File: config.mk
export PLATFORM = sky130hd
export DESIGN_NAME = te_decode
export DESIGN_NICKNAME = d
export VERILOG_FILES = /design/src/rtl/te_decode.sv
export SDC_FILE = /design/constraint.sdc
export NUM_CORES = 1
export LEC_CHECK = 0
export CORE_MARGIN = 3
export CORE_UTILIZATION = 36
export CTS_BUF_LIST = sky130_fd_sc_hd__clkbuf_4
export DETAILED_ROUTE_END_ITERATION = 8
export GPL_TIMING_DRIVEN = 0
export PLACE_DENSITY = 0.62
export SYNTH_ARGS = -nofsm -noshare
export SYNTH_HDL_FRONTEND = slang
export SYNTH_SLANG_ARGS = --single-unit
File: constraint.sdc
create_clock -name clk -period 1.9 [get_ports clk]
set_clock_uncertainty 0.1 [all_clocks]
set_input_delay 0.285 -clock clk [delete_from_list [all_inputs] [get_ports clk]]
set_output_delay 0.285 -clock clk [all_outputs]
set_load 0.03 [all_outputs]
File: src/rtl/te_decode.sv
`timescale 1ns/1ps
// te_decode: temporal-to-binary decoder for the te delay stage.
// Measures the cycle gap between a transition on tref and the following
// transition on tsig (either edge counts). The gap is returned as a
// BITS-wide value through a one-entry valid/ready output slot.
//
// state | meaning
// ------+--------------------------------------------------------------
// IDLE  | no measurement running; waiting for a tref transition
// MEAS  | measurement running; cnt holds cycles since the tref transition
module te_decode #(
  parameter int BITS = 4
) (
  input  logic            clk,
  input  logic            rst,
  input  logic            tref,
  input  logic            tsig,
  output logic [BITS-1:0] dout,
  output logic            valid,
  input  logic            ready,
  output logic            ovf,
  output logic            drop
);

  typedef enum logic {
    IDLE = 1'b0,
    MEAS = 1'b1
  } state_t;

  // cnt reaching 2^BITS means the measurable range has been exhausted
  localparam logic [BITS:0] CNT_MAX = {1'b1, {BITS{1'b0}}};
  localparam logic [BITS:0] CNT_ONE = {{BITS{1'b0}}, 1'b1};

  state_t          state;
  state_t          state_nxt;
  logic            tref_q;
  logic            tsig_q;
  logic            tref_e;
  logic            tsig_e;
  logic [BITS:0]   cnt;
  logic [BITS:0]   cnt_nxt;
  logic            res_vld;
  logic [BITS-1:0] res_val;
  logic            res_ovf;

  // Either polarity of transition is an event.
  assign tref_e = tref ^ tref_q;
  assign tsig_e = tsig ^ tsig_q;

  // Previous-sample registers for transition detection.
  always_ff @(posedge clk or posedge rst) begin
    if (rst) begin
      tref_q <= 1'b0;
      tsig_q <= 1'b0;
    end else begin
      tref_q <= tref;
      tsig_q <= tsig;
    end
  end

  // State and gap counter registers.
  always_ff @(posedge clk or posedge rst) begin
    if (rst) begin
      state <= IDLE;
      cnt   <= '0;
    end else begin
      state <= state_nxt;
      cnt   <= cnt_nxt;
    end
  end

  // Next-state, counter update and result generation.
  always_comb begin
    state_nxt = state;
    cnt_nxt   = cnt;
    res_vld   = 1'b0;
    res_val   = '0;
    res_ovf   = 1'b0;
    case (state)
      IDLE: begin
        if (tref_e && tsig_e) begin
          // zero-delay transition: result 0, no measurement needed
          res_vld = 1'b1;
        end else if (tref_e) begin
          cnt_nxt   = CNT_ONE;
          state_nxt = MEAS;
        end
        // a lone tsig transition here is spurious and ignored
      end
      MEAS: begin
        if (tsig_e) begin
          res_vld = 1'b1;
          res_val = cnt[BITS-1:0];
          if (tref_e) begin
            cnt_nxt = CNT_ONE;
          end else begin
            state_nxt = IDLE;
          end
        end else if (tref_e) begin
          // new reference before the delayed edge: abort as overflow, restart
          res_vld = 1'b1;
          res_val = '1;
          res_ovf = 1'b1;
          cnt_nxt = CNT_ONE;
        end else if (cnt == CNT_MAX) begin
          res_vld   = 1'b1;
          res_val   = '1;
          res_ovf   = 1'b1;
          state_nxt = IDLE;
        end else begin
          cnt_nxt = cnt + CNT_ONE;
        end
      end
      default: begin
        state_nxt = IDLE;
      end
    endcase
  end

  // One-entry output slot; a full slot that is not being drained drops the new result.
  always_ff @(posedge clk or posedge rst) begin
    if (rst) begin
      dout  <= '0;
      ovf   <= 1'b0;
      valid <= 1'b0;
      drop  <= 1'b0;
    end else begin
      drop <= 1'b0;
      if (res_vld) begin
        if (!valid || ready) begin
          dout  <= res_val;
          ovf   <= res_ovf;
          valid <= 1'b1;
        end else begin
          drop <= 1'b1;
        end
      end else if (valid && ready) begin
        valid <= 1'b0;
      end
    end
  end

endmodule

==> run_results.csv <==
group,metric,value,unit
setup_path,crit_path_end_kind,"flop",
placed_design,place_hpwl,966,microns
setup_path,worstPathMaxFanout,8,
synth,synth-seq-area-share,0.498,
routing,highest_layer,"met3",
placed_design,portBuffers,11,
setup_path,required,1980,ps
setup_path,worstSetupPathType,"flop to flop",
layout,fin_area,926,sq um
clock_network,clk_latency,280,ps
layout,area_growth,22.7,%
power,irDropWorstVdd,0.608,mV
synth,synthCells,67,
global_route,grt_pass1_wl,2190,microns
synth,syn_area_per_cell,11.3,sq um
sta,max_freq,578,MHz
routing,wl_per_cell,11.5,microns
floorplanning,num_rows,15,
setup_path,worstPathArrival,1810,ps
sta,worst_slack,169,ps
min_path,hp-class,"input pin to async pin",
synth,synth_cell_types,23,
routing,ant_nets,0,
global_route,first_global_vias,499,
global_route,grt_overflow_total,0,
run,drv_cap,0,
synth,synth-edff-count,0,
clock_network,cts.sinks,15,
clock_network,hold_buffers,0,
synth,synth_common_cells,"dfrtp_1, nor2_1, nand2_1, a21o_1",
sta,rsz0062_at_grt,"no",
sta,finalHoldViolations,0,
sta,max_slew_margin,0.625,
layout,nNetsFinal,90,
floorplanning,die_area,2680,sq um
power,p_leak,0.414,nW
layout,insertedDiodeCount,0,
routing,met3_wirelength,74,microns
sta,slew_viol_final,0,
routing,wl_met2,574,microns
clock_network,cts_resized,0,
routing,met1_length,581,microns
clock_network,cts_tree,"yes",
synth,synthesis.nets,74,
placed_design,gp_congestion,0.777,
clock_network,cts_buffer_depth,2,
routing,drt-total-wl,1230,microns
floorplanning,ioPinCount,12,
routing,dr.pass1.iters,2,
synth,synth_top_cell_by_area,"dfrtp_1",
floorplanning,dieWidth,51.8,microns
routing,route.vias.total,524,
sta,post-route-min-period,1730,ps
clock_network,clk_pin_slew_worst_paths,90,ps
synth,synth_area,754,sq um
sta,whs,244,ps
clock_network,cts_setup_buffers,0,
power,total_power,0.00107,W
global_route,antenna_found_initial,0,
clock_network,root_buffer,"clkbuf_4",
run_status,outcome,"finished clean",
placed_design,placedInstanceArea,896,sq um
setup_path,start_kind,"flop",
sta,setup_viol,0,
synth,synth_most_common_cell,"dfrtp_1",
synth,ys_seq_elements,15,
routing,drc,0,
layout,drive_gt1_frac,0.134,
floorplanning,core,1860,sq um
routing,vias_per_cell,4.90,
synth,synth.area.top_cells,"dfrtp_1, a21o_1, xor2_2",
global_route,track_usage,0.111,
synth,ys_warn_count,0,
clock_network,cts_made_buffers,3,
synth,synthFlopType,"dfrtp_1",
sta,fin_crit_sh,0.911,
floorplanning,initial_utilization,0.406,
placed_design,preCtsSetupSlack,-60.9,ps
routing,drt_iter0_drc,6,
synth,synthArstFlopShare,1.00,
sta,fin_setup_tns,0,ps
power,p_per_area,1160,nW/um^2
synth,synth.top_cell.area_share,0.498,
sta,tightest_slew,562,ps
floorplanning,die_h,51.8,microns
clock_network,htree_levels,1,
global_route,grt_start_max_net_pins,16,
where the power goes:
part / leakage, nW / switching [W] / internal [W]
Clock: 0.0184 / 0.000100 / 0.0000958
Combinational: 0.211 / 0.000253 / 0.000194
Sequential: 0.185 / 0.0000377 / 0.000393
Total: 0.414 / 0.000390 / 0.000683
kinds of logic (layout without fill, tap and decap cells):
kind of cell / after synthesis / in the layout / share of synthesized area
buffers and inverters: 4 / 19 / 0.0199
AND/OR/NAND/NOR: 24 / 24 / 0.194
multiplexers: 1 / 1 / 0.0199
AO/OA/AOI/OAI: 16 / 16 / 0.158
XOR/XNOR: 5 / 5 / 0.0779
adder cells (fa/ha/maj): 2 / 2 / 0.0332
flip-flops: 15 / 15 / 0.498
critical path, cell delays in order (launching register included):
cell and delay, ps:
dfrtp_1 360, inv_1 90, ha_1 220, and4bb_4 220
nor3_4 250, nand2_1 110, mux2_4 280
worst paths after layout:
check / start / endpoint / slack, ps / depth (start not counted)
max in group asynchronous: rst / cnt[1]$_DFFE_PP0P_ / 1090 / 2
min: rst / dout[1]$_DFFE_PP0P_ / 240 / 2
max: cnt[0]$_DFFE_PP0P_ / cnt[0]$_DFFE_PP0P_ / 170 / 6
min reg2reg: dout[3]$_DFFE_PP0P_ / dout[3]$_DFFE_PP0P_ / 380 / 1
max reg2reg: cnt[0]$_DFFE_PP0P_ / cnt[0]$_DFFE_PP0P_ / 170 / 6
min in group clk: dout[3]$_DFFE_PP0P_ / dout[3]$_DFFE_PP0P_ / 380 / 1
layer usage:
| layer | track usage | vias to the layer above |
|---|---|---|
| met5 | 0 | - |
| met4 | 0.0262 | 0 |
| met3 | 0.0544 | 0 |
| met2 | 0.180 | 11 |
| met1 | 0.132 | 250 |
| li1 | - | 263 |
state kept, by name, summed over array words and instances (netlist names):
register / flops
tref_q: 1
state: 1
valid: 1
drop: 1
tsig_q: 1
dout: 4
ovf: 1
cnt: 5
cell usage in the layout (no fill, tap or decap), types with 2 or more instances in the layout:
cell	netlist	final
o21a_1	2	2
xor2_2	2	2
inv_1	3	3
nand2_1	6	6
ha_1	2	2
nor3_1	3	3
nor2_1	7	7
clkdlybuf4s50_1	0	11
clkbuf_4	0	4
xnor2_1	3	3
o21ai_0	3	3
nand2b_1	3	3
a21oi_1	2	2
a21o_1	5	5
dfrtp_1	15	15
a211oi_1	2	2
through the flow:
step,cells,util
floorplan,67,-
global placement,103,0.482
detailed placement,103,0.482
CTS,107,0.498
global route,107,0.498
finish,107,0.498
layout make-up:
type / count / area (sq um)
fillers: 170 / 932
repair buffers: 11 / 110
clock buffers: 4 / 30.0
plain buffers: 1 / 3.75
inverters: 3 / 11.3
multi-input cells: 48 / 364
well taps: 25 / 31.3
flip-flops and latches: 15 / 375
Note: power is estimated with default switching activity, not from simulation.
